`config.mk`:
```
export PLATFORM = sky130hd
export DESIGN_NAME = stream_to_video
export DESIGN_NICKNAME = d
export VERILOG_FILES = /design/src/rtl/stream_to_video_pkg.sv /design/src/rtl/video_timing_gen.sv /design/src/rtl/stream_to_video.sv
export SDC_FILE = /design/constraint.sdc
export NUM_CORES = 1
export LEC_CHECK = 0
export BUFFER_PORTS_ARGS = -buffer_cell sky130_fd_sc_hd__clkbuf_2
export CAP_MARGIN = 20
export CORE_ASPECT_RATIO = 1.4
export CORE_MARGIN = 5
export CORE_UTILIZATION = 50
export CTS_CLUSTER_DIAMETER = 60
export CTS_CLUSTER_SIZE = 20
export DETAILED_ROUTE_END_ITERATION = 16
export GPL_TIMING_DRIVEN = 1
export PLACE_DENSITY = 0.75
export SETUP_SLACK_MARGIN = 0.3
export SYNTH_ARGS = -nofsm -noshare
export SYNTH_HDL_FRONTEND = slang
export SYNTH_SLANG_ARGS = --single-unit
```
`constraint.sdc`:
```
create_clock -name clk -period 2.5 [get_ports clk]
set_clock_uncertainty 0.05 [all_clocks]
set_input_delay 0.75 -clock clk [delete_from_list [all_inputs] [get_ports clk]]
set_output_delay 0.75 -clock clk [all_outputs]
set_load 0.01 [all_outputs]
```
`src/rtl/stream_to_video_pkg.sv`:
```
// Shared definitions for the stream-to-video display path.
// Holds timing defaults, derived frame totals and the sync FSM state encoding.
package stream_to_video_pkg;

  // Sum of the four segments of one raster dimension.
  function automatic int unsigned raster_total(int unsigned disp, int unsigned fp,
                                               int unsigned sync, int unsigned bp);
    return disp + fp + sync + bp;
  endfunction

  localparam int unsigned DataWidthDef = 16;
  localparam int unsigned HDispDef     = 1280;
  localparam int unsigned HFpDef       = 110;
  localparam int unsigned HSyncDef     = 40;
  localparam int unsigned HBpDef       = 220;
  localparam int unsigned VDispDef     = 720;
  localparam int unsigned VFpDef       = 5;
  localparam int unsigned VSyncDef     = 5;
  localparam int unsigned VBpDef       = 20;
  localparam int unsigned CntWDef      = 12;

  localparam int unsigned HTotalDef = raster_total(HDispDef, HFpDef, HSyncDef, HBpDef);
  localparam int unsigned VTotalDef = raster_total(VDispDef, VFpDef, VSyncDef, VBpDef);

  typedef enum logic {
    StWaitSof = 1'b0,
    StRun     = 1'b1
  } sync_state_e;

endpackage

```
`src/rtl/video_timing_gen.sv`:
```
// Raster timing generator.
// Ports: clk, rst_n (async active-low), enable (0 holds counters at 0);
//        h_cnt/v_cnt current raster position, active (inside display area),
//        first (h=0,v=0), hs/vs sync levels with polarity applied.
// All outputs are combinational decodes of the counter registers.
module video_timing_gen
  import stream_to_video_pkg::*;
#(
  parameter int unsigned H_DISP = HDispDef,
  parameter int unsigned H_FP   = HFpDef,
  parameter int unsigned H_SYNC = HSyncDef,
  parameter int unsigned H_BP   = HBpDef,
  parameter int unsigned V_DISP = VDispDef,
  parameter int unsigned V_FP   = VFpDef,
  parameter int unsigned V_SYNC = VSyncDef,
  parameter int unsigned V_BP   = VBpDef,
  parameter bit          HS_POL = 1'b1,
  parameter bit          VS_POL = 1'b1,
  parameter int unsigned CNT_W  = CntWDef
) (
  input  logic             clk,
  input  logic             rst_n,
  input  logic             enable,
  output logic [CNT_W-1:0] h_cnt,
  output logic [CNT_W-1:0] v_cnt,
  output logic             active,
  output logic             first,
  output logic             hs,
  output logic             vs
);

  localparam logic [CNT_W-1:0] HLast     = CNT_W'(raster_total(H_DISP, H_FP, H_SYNC, H_BP) - 1);
  localparam logic [CNT_W-1:0] VLast     = CNT_W'(raster_total(V_DISP, V_FP, V_SYNC, V_BP) - 1);
  localparam logic [CNT_W-1:0] HActEnd   = CNT_W'(H_DISP);
  localparam logic [CNT_W-1:0] VActEnd   = CNT_W'(V_DISP);
  localparam logic [CNT_W-1:0] HSyncBeg  = CNT_W'(H_DISP + H_FP);
  localparam logic [CNT_W-1:0] HSyncEnd  = CNT_W'(H_DISP + H_FP + H_SYNC);
  localparam logic [CNT_W-1:0] VSyncBeg  = CNT_W'(V_DISP + V_FP);
  localparam logic [CNT_W-1:0] VSyncEnd  = CNT_W'(V_DISP + V_FP + V_SYNC);
  localparam logic [CNT_W-1:0] CntOne    = CNT_W'(1);

  logic [CNT_W-1:0] h_q, h_d, v_q, v_d;

  always_comb begin
    h_d = '0;
    v_d = '0;
    if (enable) begin
      if (h_q == HLast) begin
        h_d = '0;
        v_d = (v_q == VLast) ? '0 : v_q + CntOne;
      end else begin
        h_d = h_q + CntOne;
        v_d = v_q;
      end
    end
  end

  always_ff @(posedge clk or negedge rst_n) begin
    if (!rst_n) begin
      h_q <= '0;
      v_q <= '0;
    end else begin
      h_q <= h_d;
      v_q <= v_d;
    end
  end

  assign h_cnt  = h_q;
  assign v_cnt  = v_q;
  assign active = (h_q < HActEnd) && (v_q < VActEnd);
  assign first  = (h_q == '0) && (v_q == '0);
  assign hs     = ((h_q >= HSyncBeg) && (h_q < HSyncEnd)) ? HS_POL : ~HS_POL;
  assign vs     = ((v_q >= VSyncBeg) && (v_q < VSyncEnd)) ? VS_POL : ~VS_POL;

endmodule

```
`src/rtl/stream_to_video.sv`:
```
// Stream-to-video reader: takes SOF-marked pixels over valid/ready and replays
// them on raster timing, filling starved pixels and resyncing on misalignment.
// Ports: clk, rst_n (async active-low), enable (timing run);
//        s_valid/s_ready/s_data/s_sof input stream;
//        vo_hs/vo_vs/vo_de/vo_data registered video out;
//        frame_start/underflow/desync one-cycle status pulses.
module stream_to_video
  import stream_to_video_pkg::*;
#(
  parameter int unsigned          DATA_WIDTH = DataWidthDef,
  parameter int unsigned          H_DISP     = HDispDef,
  parameter int unsigned          H_FP       = HFpDef,
  parameter int unsigned          H_SYNC     = HSyncDef,
  parameter int unsigned          H_BP       = HBpDef,
  parameter int unsigned          V_DISP     = VDispDef,
  parameter int unsigned          V_FP       = VFpDef,
  parameter int unsigned          V_SYNC     = VSyncDef,
  parameter int unsigned          V_BP       = VBpDef,
  parameter bit                   HS_POL     = 1'b1,
  parameter bit                   VS_POL     = 1'b1,
  parameter logic [DATA_WIDTH-1:0] FILL      = '0,
  parameter int unsigned          CNT_W      = CntWDef
) (
  input  logic                  clk,
  input  logic                  rst_n,
  input  logic                  enable,
  input  logic                  s_valid,
  output logic                  s_ready,
  input  logic [DATA_WIDTH-1:0] s_data,
  input  logic                  s_sof,
  output logic                  vo_hs,
  output logic                  vo_vs,
  output logic                  vo_de,
  output logic [DATA_WIDTH-1:0] vo_data,
  output logic                  frame_start,
  output logic                  underflow,
  output logic                  desync
);

  logic [CNT_W-1:0] h_cnt, v_cnt;
  logic             active, first, hs, vs;

  video_timing_gen #(
    .H_DISP (H_DISP),
    .H_FP   (H_FP),
    .H_SYNC (H_SYNC),
    .H_BP   (H_BP),
    .V_DISP (V_DISP),
    .V_FP   (V_FP),
    .V_SYNC (V_SYNC),
    .V_BP   (V_BP),
    .HS_POL (HS_POL),
    .VS_POL (VS_POL),
    .CNT_W  (CNT_W)
  ) u_timing (
    .clk    (clk),
    .rst_n  (rst_n),
    .enable (enable),
    .h_cnt  (h_cnt),
    .v_cnt  (v_cnt),
    .active (active),
    .first  (first),
    .hs     (hs),
    .vs     (vs)
  );

  sync_state_e state_q, state_d;

  logic                  ready_raw;
  logic                  hs_d, vs_d, de_d, fs_d, uf_d, ds_d;
  logic [DATA_WIDTH-1:0] data_d;

  // A beat whose SOF flag disagrees with the raster position is a misalignment.
  logic misaligned;
  assign misaligned = s_valid && (s_sof != first);

  always_ff @(posedge clk or negedge rst_n) begin
    if (!rst_n) begin
      state_q <= StWaitSof;
    end else begin
      state_q <= state_d;
    end
  end

  always_comb begin
    state_d = state_q;
    if (!enable) begin
      state_d = StWaitSof;
    end else begin
      unique case (state_q)
        StWaitSof: if (s_valid && s_sof && first) state_d = StRun;
        StRun:     if (active && misaligned) state_d = StWaitSof;
        default:   state_d = StWaitSof;
      endcase
    end
  end

  always_comb begin
    ready_raw = 1'b0;
    hs_d      = ~HS_POL;
    vs_d      = ~VS_POL;
    de_d      = 1'b0;
    data_d    = '0;
    fs_d      = 1'b0;
    uf_d      = 1'b0;
    ds_d      = 1'b0;
    if (enable) begin
      hs_d = hs;
      vs_d = vs;
      de_d = active;
      unique case (state_q)
        StWaitSof: begin
          // Non-SOF beats are drained; an SOF beat waits for the raster origin.
          ready_raw = !s_sof || first;
          if (active) data_d = FILL;
          if (s_valid && s_sof && first) begin
            data_d = s_data;
            fs_d   = 1'b1;
          end
        end
        StRun: begin
          ready_raw = active && !(s_sof && !first);
          if (active) begin
            if (!s_valid) begin
              data_d = FILL;
              uf_d   = 1'b1;
            end else if (misaligned) begin
              data_d = FILL;
              ds_d   = 1'b1;
            end else begin
              data_d = s_data;
              fs_d   = first;
            end
          end
        end
        default: ;
      endcase
    end
  end

  // Counters sit at the raster origin during reset, so gate ready explicitly.
  assign s_ready = ready_raw && rst_n;

  always_ff @(posedge clk or negedge rst_n) begin
    if (!rst_n) begin
      vo_hs       <= ~HS_POL;
      vo_vs       <= ~VS_POL;
      vo_de       <= 1'b0;
      vo_data     <= '0;
      frame_start <= 1'b0;
      underflow   <= 1'b0;
      desync      <= 1'b0;
    end else begin
      vo_hs       <= hs_d;
      vo_vs       <= vs_d;
      vo_de       <= de_d;
      vo_data     <= data_d;
      frame_start <= fs_d;
      underflow   <= uf_d;
      desync      <= ds_d;
    end
  end

  origin_at_zero: assert property (@(posedge clk) disable iff (!rst_n)
    first |-> ((h_cnt == '0) && (v_cnt == '0)));

endmodule
```
Yosys cells after proc, flatten, opt, wreduce, memory -nomap -nowiden
Cells that the tools add are included.
- $lt $le $gt $ge: 6
- equal/unequal tests: 4
- add/subtract/negate cells: 2
- bitwise gates (word level): 1
- reduce and logical (&&, ||, !) cells: 17
- muxes and demuxes: 36
- operator list (operator ; count):
    $mux W16 ; 5
    $mux W12 ; 5
    $pmux W16 S2 ; 1
    $add A12 B1 Y12 const B ; 2
    $logic_not A12 Y1 ; 2
    $lt A12 B10 Y1 const B ; 2
    $lt A12 B11 Y1 const B ; 2
    $mux W1 ; 22
    $eq A12 B10 Y1 const B ; 1
    $eq A12 B11 Y1 const B ; 1
    $ge A12 B10 Y1 const B ; 1
    $ge A12 B11 Y1 const B ; 1
    $logic_and A1 B1 Y1 ; 11
    $pmux W1 S2 ; 3
    $logic_not A1 Y1 ; 3
    $ne A2 B1 Y1 const B ; 1
    $logic_or A1 B1 Y1 ; 1
    $ne A1 B1 Y1 ; 1
    $not A1 Y1 ; 1
- output and inout port bits: 23
- word-level logic and storage cells: 76
- bits in registers: 47
- bits of input ports: 21

Logic depth before layout (Yosys ltp)
Gate-level depths: netlist (run 1).
- depth in word-level cells: 9
- mapped depth: 9
- mapped depth without buffers: 8

Modules after synthesis
Synthesis (run 1) repeated with hierarchy kept, for this count alone.
- cell total of the unflattened synthesis: 275
- area total of the unflattened synthesis: 2710.1 um2
- modules (own cells, without submodules) (module ; area each (um2) ; times used ; cells each ; seq. area each (um2)):
    video_timing_gen ; 1547.7 ; 1 ; 174 ; 600.6
    stream_to_video ; 1162.4 ; 1 ; 101 ; 575.6

Worst setup path before layout (run 1)
No wires, ideal clock.
- kind: register to output
- start point: register u_timing.h_q[2] (netlist: u_timing.h_cnt[2])
- end point: output port s_ready
- stages on the path, launching flop included: 7
- data required time: 1.700 ns
- path buffers: 1
- path slack: -0.385 ns
- arrival: 2.085 ns
- path through: dfrtp_1 buf_6 or3_4 or4_4 or3_1 ha_1 a211oi_1
- cells in the longest elaborated chain, start to end: 9
- elaborated cells on any way between the ends: 12
- those cells by class: order compare (1); mux (2); reduce/logical (9)
- ends and longest elaborated chain (what ; line ; text):
    start: declaration ; video_timing_gen.sv:42 ; logic [CNT_W-1:0] h_q, h_d, v_q, v_d;
    start signal: assignment ; video_timing_gen.sv:60 ; h_q <= '0;
    start signal: assignment ; video_timing_gen.sv:63 ; h_q <= h_d;
    parallel branches: the longest is 6 deep, another holds $lt A12 B11 Y1 ; -- ;
    $pmux W1 S2 (*) ; stream_to_video.sv:111 ; unique case (state_q)
    $mux W1 (*) ; stream_to_video.sv:107 ; if (enable) begin
    $logic_and A1 B1 Y1 (*) ; stream_to_video.sv:142 ; assign s_ready = ready_raw && rst_n;
    end: declaration ; stream_to_video.sv:28 ; output logic s_ready,
Mark *: on every way between the ends.

Final worst setup path (run 1)
- start point: register u_timing.h_q[8] (netlist: u_timing.h_cnt[8])
- end point: output port s_ready
Same word-level chain as after synthesis.

==> results by group, run 1 <==
Die
  • Initial Util: 51.35%
  • Row count: 30
  • Die area: 0.006460 mm²
  • Core footprint: 0.004805 mm²
  • Die X: 69.37 µm
  • I/O pin count: 44
  • Die H: 93.12 µm

Timing
  • Final period util: 123.1%
  • Crit path time final: 3.078 ns
  • Max-slew headroom: 59.92%
  • Fin Setup TNS: -2.247 ns
  • Final WS setup: -0.5782 ns
  • Final Setup Violations: 18
  • Slew @ Worst Pin: 0.6012 ns
  • RSZ-0062 raised after global routing: true
  • Max Fclk: 0.3249 GHz
  • Final hold viol count: 0
  • Slew Limit Fails: 0

Yosys
  • Post-synth top area share: 47.67%
  • Mux contribution to synthesized area: 0%
  • Synth Cell Area: 0.002467 mm²
  • Register area share after synthesis: 47.67%
  • Leading area contributor after synthesis: dfrtp_1
  • Post-Synth XOR/XNOR Area: 2.840%
  • Adder-cell area share of the yosys netlist: 4.057%
  • Syn nets: 280
  • Unique masters post-synth: 47
  • Simple-gate share of the synthesized area: 24.09%
  • Most common cell in the synthesized netlist: dfrtp_1
  • Number of enable flip-flop cells after synthesis: 0
  • Commonest cells in the netlist: dfrtp_1, nand2_1, nor2_1
  • Async SR Flop Fraction: 100.0%
  • Seq cells post-synth: 47
  • Area contributors post-synth: dfrtp_1, nand2_1, ha_1, a21oi_2, nor2_1
  • Syn avg cell area: 9.830 µm²
  • Synth Area in Compound Gates: 16.58%
  • Synth warn: 0
  • Post-synth top flop: dfrtp_1
  • Mapped Cells: 251
  • Largest family of logic cells by synthesized area: simple AND/OR/NAND/NOR gates

Clock tree
  • Reg clk slew, reported paths: 0.09 ns
  • Num CTS Buffers: 5
  • CTS root buf: clkbuf_8
  • Insertion delay to the later sink of the worst-skew pair: 0.30 ns
  • Clock Sinks: 47
  • CTS tree: built
  • Cts hold-fix bufs: 0
  • Maximum buffer depth of the clock tree: 2
  • H-tree depth: 2

Power
  • Leak Pwr: 1.563 nW
  • Maximum VDD drop: 0.4156 mV
  • PD cells: 468.2 mW/mm²

Placement
  • Placer congestion estimate: 0.8761
  • Placed Area: 0.003099 mm²
  • Post-detail-place hpwl: 4372 µm
  • Port buffer count: 43
  • Worst slack at placement: -0.2624 ns

Critical path
  • Worst EP required: 1.70 ns
  • Critical path capture point type: output port
  • Worst Setup Path Type: flip-flop to output port
  • CP max FO: 2
  • R2r setup slk: -0.12 ns
  • Critical Path AT: 2.28 ns
  • CP Launch Type: flip-flop

Drt
  • Final ANT Viol Nets: 0
  • Drt pass-1 iters: 4
  • DRC: 0
  • Via count: 2256
  • Initial DRC Count: 118
  • Final WL: 6141 µm
  • Number of vias per cell: 5.529
  • Wire per inst: 15.05 µm

Finish
  • Antenna cells: 0
  • Ratio of cells with drive above 1 in the final layout: 40.70%
  • Final Core Density: 69.66%
  • Nets: 372
  • Final instance area: 0.003347 mm²
  • Area growth from synthesis to layout: 35.65%

Global route
  • Total gr overflow: 0
  • GR Util All Layers: 20.37%
  • Largest net degree at the start of global routing: 48
  • Number of global-route vias before repair: 2308
  • Initial antenna violation count: 0
  • First-pass GRT wire length: 10580 µm

Outcome
  • Outcome: complete, but fails checks
  • Violated checks: setup timing

Min path
  • Hold crit path type: primary input to asynchronous set/reset pin

Flow run
  • Maxcap violations: 0
## what timing repair did
| item | 4_1_cts | 5_1_grt |
|---|---|---|
| setup endpoints to repair | 26 | 23 |
| setup buffers | 5 | 1 |
| pin swaps | 3 | 2 |
| resized for setup | 11 | 4 |
| cloned | 1 | 0 |
| endpoints found under the hold margin | 0 | 0 |
## final timing paths
check                                            startpoint                            end  depth (start not counted)
worst max-delay path            u_timing.h_cnt[8]$_DFF_PN0_                        s_ready                          6
worst min-delay path                                  rst_n            underflow$_DFF_PN0_                          2
worst max register to register  u_timing.h_cnt[8]$_DFF_PN0_          frame_start$_DFF_PN0_                          8
worst min register to register  u_timing.h_cnt[0]$_DFF_PN0_    u_timing.h_cnt[0]$_DFF_PN0_                          2
max in group asynchronous                             rst_n  u_timing.v_cnt[9]$_DFFE_PN0P_                          2
min in group clk                u_timing.h_cnt[0]$_DFF_PN0_    u_timing.h_cnt[0]$_DFF_PN0_                          2
## cells by family after synthesis
kind of cell,after synthesis
xor+xnor,8
buf+inv,25
flops,47
simple gates,107
compound gates,56
fa+ha+maj,8
## final cells by class
cell class	instances	area, µm²
fill	380	1458
multi-input combinational	179	1274
sequential	47	1176
timing repair buffer	96	646.9
clock buffer	6	82.58
tap	64	80.08
inverter	14	52.55
clock inverter	2	35.03
## metal layers
metal	wire length, µm	track usage [%]
met5	0	0
met4	160	9.446
met3	323	4.409
met2	3300	37.50
met1	2356	22.05
## critical path, cell delays in order, from the launching register on
cell and delay, ns:
dfrtp_1 0.39, or3_4 0.38, or4_4 0.42, or3_4 0.36
ha_4 0.16, a211oi_2 0.12, buf_2 0.15
## flip-flops by register name, indices dropped and copies added (netlist names)
signal / cells
desync: 1
vo_de: 1
underflow: 1
frame_start: 1
state_q: 1
u_timing.h_cnt: 12
vo_vs: 1
vo_data: 16
vo_hs: 1
u_timing.v_cnt: 12
## per-stage QoR
| stage | hold slack [ns] | std cells | total power [mW] |
|---|---|---|---|
| 2_1_floorplan | 0.4044 | 251 | 0.8969 |
| 3_3_place_gp | 0.4991 | 393 | 0.9782 |
| 3_5_place_dp | 0.5136 | 393 | 0.9827 |
| 4_1_cts | 0.5203 | 407 | 1.573 |
| 5_1_grt | 0.5569 | 408 | 1.629 |
| 6_report | 0.4984 | 408 | 1.567 |
## power by group
part / switching, mW / internal (mW)
clock: 0.258 / 0.324
combinational: 0.111 / 0.0898
sequential: 0.00856 / 0.776
## cells in the final DEF, fill, tap and decap left out, drive strengths merged, types with 2 or more instances in the layout
master	count
a21oi	20
a211oi	2
nor2	18
xnor2	5
nor2b	3
nand4b	2
nand2	27
a21o	2
and4	2
and3	2
a22o	4
nand3	12
or3	4
or2	2
or3b	3
nand3b	3
ha	8
nor4	7
dfrtp	47
or4	2
inv	14
a31oi	6
buf	53
o21ai	8
nor4b	2
xor2	3
nand4	5
o211ai	4
clkbuf	49
nor3	9
or4b	2
(Power assumes the default switching activity.)
==> run 2: changes to the inputs <==
--- a/config.mk
+++ b/config.mk
@@ -5,16 +5,17 @@
 export SDC_FILE = /design/constraint.sdc
 export NUM_CORES = 1
 export LEC_CHECK = 0
+export ABC_AREA = 1
 export BUFFER_PORTS_ARGS = -buffer_cell sky130_fd_sc_hd__clkbuf_2
 export CAP_MARGIN = 20
 export CORE_ASPECT_RATIO = 1.4
 export CORE_MARGIN = 5
-export CORE_UTILIZATION = 50
+export CORE_UTILIZATION = 51
 export CTS_CLUSTER_DIAMETER = 60
 export CTS_CLUSTER_SIZE = 20
 export DETAILED_ROUTE_END_ITERATION = 16
 export GPL_TIMING_DRIVEN = 1
-export PLACE_DENSITY = 0.75
+export PLACE_DENSITY = 0.76
 export SETUP_SLACK_MARGIN = 0.3
 export SYNTH_ARGS = -nofsm -noshare
 export SYNTH_HDL_FRONTEND = slang
==> results by group, run 2 <==
Critical path
  • Crit-path cells: inv_2 > ha_4 > nand2_2 > inv_2 > nand2_2 > nor2_4 > nand3_4 > ha_4 > nor2_1 > nand2_1 > a21oi_2 > buf_2
  • Worst Setup Path Type: flip-flop to output port
  • Critical path capture point type: output port
  • Buf/Inv on CP: 3 (+2)
  • Worst EP required: 1.70 ns (about the same)
  • Reg-to-reg startpoint: u_timing.h_cnt[1]$_DFF_PN0_
  • Setup crit start: u_timing.h_cnt[1]$_DFF_PN0_
  • Worst stage delay on the critical path: 0.41 ns (about the same)
  • Crit-path leading delay family: simple AND/OR/NAND/NOR gates
  • Worst path slowest cell: dfrtp_1
  • CP Launch Type: flip-flop
  • Critical Path AT: 1.85 ns (-0.43 ns)
  • CP max FO: 2 (unchanged)

Clock tree
  • CTS tree: built
  • Cts hold-fix bufs: 0 (unchanged)
  • CTS root buf: clkbuf_8
  • Num CTS Buffers: 5 (unchanged)
  • Reg clk slew, reported paths: 0.09 ns (about the same)
  • Clock Sinks: 47 (unchanged)
  • Maximum buffer depth of the clock tree: 2 (unchanged)
  • H-tree depth: 2 (unchanged)
  • Insertion delay to the later sink of the worst-skew pair: 0.31 ns (about the same)

Finish
  • Final instance area: 0.003201 mm² (-4.4%)
  • Biggest register: vo_data
  • Leading cell type in the layout, fill and taps excluded: nand2_1
  • Final Core Density: 62.99% (-6.7 points)
  • Ratio of cells with drive above 1 in the final layout: 33.50% (-7.2 points)
  • Multi-input combinational cell area: 0.001281 mm² (+0.59%)
  • Area growth from synthesis to layout: 22.10%
  • Commonest cells after routing, fill and taps aside: nand2_1, nor2_1, dfrtp_1
  • Storage cell area: 0.001177 mm² (+0.11%)
  • Nets: 428 (+15%)
  • Antenna cells: 0 (unchanged)
  • Final Non-Filler Cells: 466 (+14%)
  • Fillers: 464 (+22%)
  • Max reg flops: 16 (unchanged)

Timing
  • Slew Limit Fails: 0 (unchanged)
  • Crit path time final: 2.653 ns (-0.4248 ns)
  • Final hold viol count: 0 (unchanged)
  • Max Fclk: 0.3769 GHz (+16%)
  • Slew @ Worst Pin: 0.5981 ns (-0.003112 ns)
  • Final WS setup: -0.1534 ns (+0.4248 ns)
  • Final period util: 106.1% (-17 points)
  • Max-slew headroom: 60.12% (+0.21 points)
  • RSZ-0062 raised after global routing: true
  • Fin Setup TNS: -0.1534 ns (+2.093 ns)
  • Final Setup Violations: 1 (-17)

Yosys
  • Number of enable flip-flop cells after synthesis: 0 (unchanged)
  • Unique masters post-synth: 27 (-43%)
  • Post-synth top flop: dfrtp_1
  • Area contributors post-synth: dfrtp_1, nand2_1, nor2_1, inv_1, nand3_1
  • Seq cells post-synth: 47 (unchanged)
  • Syn avg cell area: 7.825 µm² (-20%)
  • Synth Cell Area: 0.002621 mm² (+6.2%)
  • Mapped Cells: 335 (+33%)
  • Post-synth top area share: 44.87% (-2.8 points)
  • Leading area contributor after synthesis: dfrtp_1
  • Register area share after synthesis: 44.87% (-2.8 points)
  • Most common cell in the synthesized netlist: nand2_1
  • Synth warn: 0 (unchanged)
  • Async SR Flop Fraction: 100.0% (unchanged)
  • Commonest cells in the netlist: nand2_1, nor2_1, dfrtp_1
  • Syn nets: 364 (+30%)

Drt
  • Drt pass-1 iters: 4 (unchanged)
  • Highest metal used: met4
  • Routed met2 length: 3465 µm (+5.0%)
  • DRC: 0 (unchanged)
  • Final WL: 5965 µm (-2.9%)
  • Via count: 2345 (+3.9%)
  • Number of vias per cell: 5.032 (-9.0%)
  • Final ANT Viol Nets: 0 (unchanged)
  • Initial DRC Count: 137 (+16%)
  • Wire per inst: 12.80 µm (-15%)
  • WL met3: 237 µm (-27%)
  • Wl on met1: 2121 µm (-10%)

Placement
  • Post-detail-place hpwl: 4399 µm (+0.61%)
  • Placed insts: 446 (+13%)
  • Port buffer count: 43 (unchanged)
  • Placer congestion estimate: 0.8339 (-4.8%)
  • Placed Area: 0.002937 mm² (-5.2%)

Flow run
  • Maxcap violations: 0 (unchanged)

Global route
  • Number of global-route vias before repair: 2431 (+5.3%)
  • Largest net degree at the start of global routing: 48 (unchanged)
  • Initial antenna violation count: 0 (unchanged)
  • GR Util All Layers: 19.10% (-1.3 points)
  • First-pass GRT wire length: 10230 µm (-3.4%)
  • Total gr overflow: 0 (unchanged)

Power
  • Maximum VDD drop: 0.4386 mV (+5.5%)
  • PD cells: 487.5 mW/mm² (+4.1%)
  • Pwr Total: 1.560 mW (-0.44%)
  • Leak Pwr: 1.706 nW (+9.2%)

Die
  • Die X: 70.59 µm (+1.8%)
  • Die area: 0.006694 mm² (+3.6%)
  • Core footprint: 0.005081 mm² (+5.8%)
  • Row count: 31 (+3.3%)
  • Die H: 94.83 µm (+1.8%)
  • I/O pin count: 44 (unchanged)
  • Initial Util: 51.59% (+0.23 points)

Outcome
  • Violated checks: setup timing
  • Outcome: complete, but fails checks

Min path
  • Hold crit path type: primary input to asynchronous set/reset pin
## run 2: cells by family after synthesis
kind of cell / after synthesis / share of synthesized area (%)
buf+inv: 50 / 9.069
fa+ha+maj: 8 / 3.819
xor+xnor: 7 / 2.339
compound gates: 15 / 3.103
simple gates: 208 / 36.80
flops: 47 / 44.87
## run 2: area by class of cell
type                       instances  share of cell area (%)
clock inverter                     3                   1.446
clock buffer                       5                   2.150
timing repair buffer              66                   12.12
inverter                          41                   4.887
multi-input combinational        238                   40.03
tap                               66                   2.580
sequential                        47                   36.79
## run 2: timing repair
item | CTS | global route
gates resized for setup | 6 | 12
pin swaps | 4 | 7
setup endpoints to repair | 1 | 17
setup buffers | 6 | 6
## run 2: through the flow
step / hold WS, ns / worst slack, ns
floorplan: 0.4044 / 0.2980
global placement: 0.4675 / 0.1192
detailed placement: 0.4714 / 0.08319
CTS: 0.5055 / -0.1643
global route: 0.5625 / -0.2248
finish: 0.4959 / -0.1534
## run 2: final timing paths
path,to,slack [ns],cells past startpoint
setup / recovery,s_ready,-0.15,12
hold / removal,vo_de$_DFF_PN0_,0.50,2
setup reg to reg,vo_data[3]$_DFF_PN0_,0.49,14
hold reg to reg,u_timing.v_cnt[7]$_DFFE_PN0P_,0.53,2
max in group asynchronous,u_timing.v_cnt[5]$_DFFE_PN0P_,1.47,2
min in group clk,u_timing.v_cnt[7]$_DFFE_PN0P_,0.53,2
## run 2: report_power, final
part	internal (mW)	switching, mW
logic	0.0812	0.115
registers	0.777	0.00818
clock network	0.301	0.277
## run 2: per-layer routing
layer	track usage, %	up-vias
met5	0	-
met3	3.514	12
li1	-	1175
met2	38.13	62
met4	8.307	0
met1	18.81	1096
==> run 3: changes to the inputs <==
--- a/config.mk
+++ b/config.mk
@@ -10,12 +10,13 @@
 export CAP_MARGIN = 20
 export CORE_ASPECT_RATIO = 1.4
 export CORE_MARGIN = 5
-export CORE_UTILIZATION = 51
+export CORE_UTILIZATION = 53
+export CTS_BUF_LIST = sky130_fd_sc_hd__clkbuf_2
 export CTS_CLUSTER_DIAMETER = 60
 export CTS_CLUSTER_SIZE = 20
 export DETAILED_ROUTE_END_ITERATION = 16
 export GPL_TIMING_DRIVEN = 1
-export PLACE_DENSITY = 0.76
+export PLACE_DENSITY = 0.79
 export SETUP_SLACK_MARGIN = 0.3
 export SYNTH_ARGS = -nofsm -noshare
 export SYNTH_HDL_FRONTEND = slang
==> results by group, run 3 (same netlist as run 2, synthesis figures left out) <==
Outcome
  • Outcome: complete, but fails checks
  • Violated checks: setup timing

Clock tree
  • Cts hold-fix bufs: 0 (unchanged)
  • H-tree depth: 2 (unchanged)
  • Reg clk slew, reported paths: 0.26 ns (+0.17 ns)
  • Clock Sinks: 47 (unchanged)
  • CTS root buf: clkbuf_2
  • Insertion delay to the later sink of the worst-skew pair: 0.44 ns (+0.13 ns)
  • CTS tree: built
  • Maximum buffer depth of the clock tree: 2 (unchanged)
  • Num CTS Buffers: 5 (unchanged)

Critical path
  • Worst Setup Path Type: flip-flop to output port
  • Worst path slowest cell: dfrtp_1
  • CP max FO: 2 (unchanged)
  • Reg-to-reg startpoint: u_timing.h_cnt[0]$_DFF_PN0_
  • CP Launch Type: flip-flop
  • Reg-to-Reg End: vo_data[4]$_DFF_PN0_
  • Worst reg2reg path depth: 14 (unchanged)
  • CP dominant cell by count: nand2_1
  • Crit-path cells: inv_2 > ha_1 > nand2_1 > inv_1 > nand2_2 > nor2_4 > nand3_2 > ha_4 > nor2_2 > nand2_1 > a21oi_2 > buf_2
  • Critical path capture point type: output port
  • Critical Path AT: 2.02 ns (+0.17 ns)
  • Worst EP required: 1.70 ns (about the same)
  • R2r setup slk: 0.45 ns (-0.04 ns)
  • Worst stage delay on the critical path: 0.45 ns (+0.04 ns)

Timing
  • Slew @ Worst Pin: 0.6129 ns (+0.01482 ns)
  • Final Setup Violations: 1 (unchanged)
  • Final WS setup: -0.3210 ns (-0.1675 ns)
  • Final hold viol count: 0 (unchanged)
  • Final period util: 112.8% (+6.7 points)
  • Slew Limit Fails: 0 (unchanged)
  • Crit path time final: 2.821 ns (+0.1675 ns)
  • Max Fclk: 0.3545 GHz (-5.9%)
  • RSZ-0062 raised after global routing: true
  • Max-slew headroom: 59.14% (-0.99 points)
  • Hold WS: 0.3683 ns (-0.1276 ns)

Die
  • I/O pin count: 44 (unchanged)
  • Core footprint: 0.004842 mm² (-4.7%)
  • Die X: 69.44 µm (-1.6%)
  • Row count: 30 (-3.2%)
  • Die H: 93.21 µm (-1.7%)
  • Initial Util: 54.13% (+2.5 points)
  • Die area: 0.006472 mm² (-3.3%)

Global route
  • Total gr overflow: 0 (unchanged)
  • Initial antenna violation count: 0 (unchanged)
  • Number of global-route vias before repair: 2302 (-5.3%)
  • First-pass GRT wire length: 10490 µm (+2.6%)
  • GR Util All Layers: 20.34% (+1.2 points)
  • Largest net degree at the start of global routing: 48 (unchanged)

Drt
  • Wire per inst: 13.52 µm (+5.6%)
  • Final ANT Viol Nets: 0 (unchanged)
  • Number of vias per cell: 5.152 (+2.4%)
  • DRC: 0 (unchanged)
  • Drt pass-1 iters: 4 (unchanged)
  • Final WL: 6233 µm (+4.5%)
  • Initial DRC Count: 180 (+31%)
  • Via count: 2375 (+1.3%)

Finish
  • Fillers: 423 (-8.8%)
  • Nets: 425 (-0.70%)
  • Ratio of cells with drive above 1 in the final layout: 31.99% (-1.5 points)
  • Area growth from synthesis to layout: 18.38%
  • Max reg flops: 16 (unchanged)
  • Commonest cells after routing, fill and taps aside: nand2_1, nor2_1, clkbuf_2, dfrtp_1, inv_1
  • Leading cell type in the layout, fill and taps excluded: nand2_1
  • Antenna cells: 0 (unchanged)
  • Biggest register: vo_data

Power
  • Maximum VDD drop: 0.4440 mV (+1.2%)
  • Pwr Total: 1.404 mW (-10%)
  • Leak Pwr: 1.679 nW (-1.6%)
  • PD cells: 452.4 mW/mm² (-7.2%)

Placement
  • Port buffer count: 43 (unchanged)
  • Post-detail-place hpwl: 4650 µm (+5.7%)
  • Placer congestion estimate: 0.9432 (+13%)

Flow run
  • Maxcap violations: 0 (unchanged)

Min path
  • Hold crit path type: primary input to asynchronous set/reset pin
run 3: critical path: cells and delay by family, from the launching register on:
family / cells / cell delay, ns
fa+ha+maj: 2 / 0.32
flops: 1 / 0.45
buf+inv: 3 / 0.26
compound gates: 1 / 0.09
simple gates: 6 / 0.46
run 3: power by group:
group	leakage (nW)	internal, mW	total [mW]	switching [mW]
clock network	0.0396	0.172	0.440	0.268
logic	0.991	0.0659	0.176	0.110
registers	0.648	0.779	0.787	0.00800
run 3: routing by layer:
| metal | GRT usage (%) | routed length (µm) | vias up |
|---|---|---|---|
| met2 | 35.75 | 3190 | 66 |
| li1 | - | - | 1164 |
| met4 | 11.07 | 272 | 0 |
| met5 | 0 | 0 | - |
| met3 | 4.624 | 296 | 21 |
| met1 | 22.63 | 2474 | 1124 |
run 3: how the worst max path moves through the flow:
stage / startpoint / to / slack, ns / cells past startpoint
2_1_floorplan: u_timing.v_cnt[1]$_DFFE_PN0P_ / s_ready / 0.30 / 11
3_3_place_gp: u_timing.v_cnt[1]$_DFFE_PN0P_ / s_ready / 0.18 / 12
3_5_place_dp: u_timing.h_cnt[1]$_DFF_PN0_ / s_ready / 0.14 / 12
4_1_cts: u_timing.h_cnt[0]$_DFF_PN0_ / s_ready / -0.30 / 12
5_1_grt: u_timing.h_cnt[0]$_DFF_PN0_ / s_ready / -0.49 / 12
6_report: u_timing.h_cnt[0]$_DFF_PN0_ / s_ready / -0.32 / 12
run 3: layout make-up:
class / instances / area, µm² / area share [%]
multi-input combinational: 238 / 1256 / 40.48
sequential: 47 / 1176 / 37.90
timing repair buffer: 63 / 365.4 / 11.77
inverter: 41 / 153.9 / 4.960
tap: 64 / 80.08 / 2.581
clock inverter: 3 / 46.29 / 1.492
clock buffer: 5 / 25.02 / 0.8065
run 3: through the flow:
step | TNS (ns) | instances | setup WS [ns] | cell area [µm²] | util [%]
5_1_grt | -0.4902 | 461 | -0.4902 | 3103 | 64.08
4_1_cts | -0.3005 | 460 | -0.3005 | 3075 | 63.51
6_report | -0.3210 | 461 | -0.3210 | 3103 | 64.08
2_1_floorplan | 0 | 335 | 0.2980 | 2640 | -
3_3_place_gp | 0 | 445 | 0.1774 | 2942 | 60.75
3_5_place_dp | 0 | 445 | 0.1385 | 2942 | 60.75
run 3: timing repair:
item,in CTS,in global routing
setup buffers,7,1
gates resized for setup,4,5
setup endpoints to repair,1,17
pin swaps,1,2
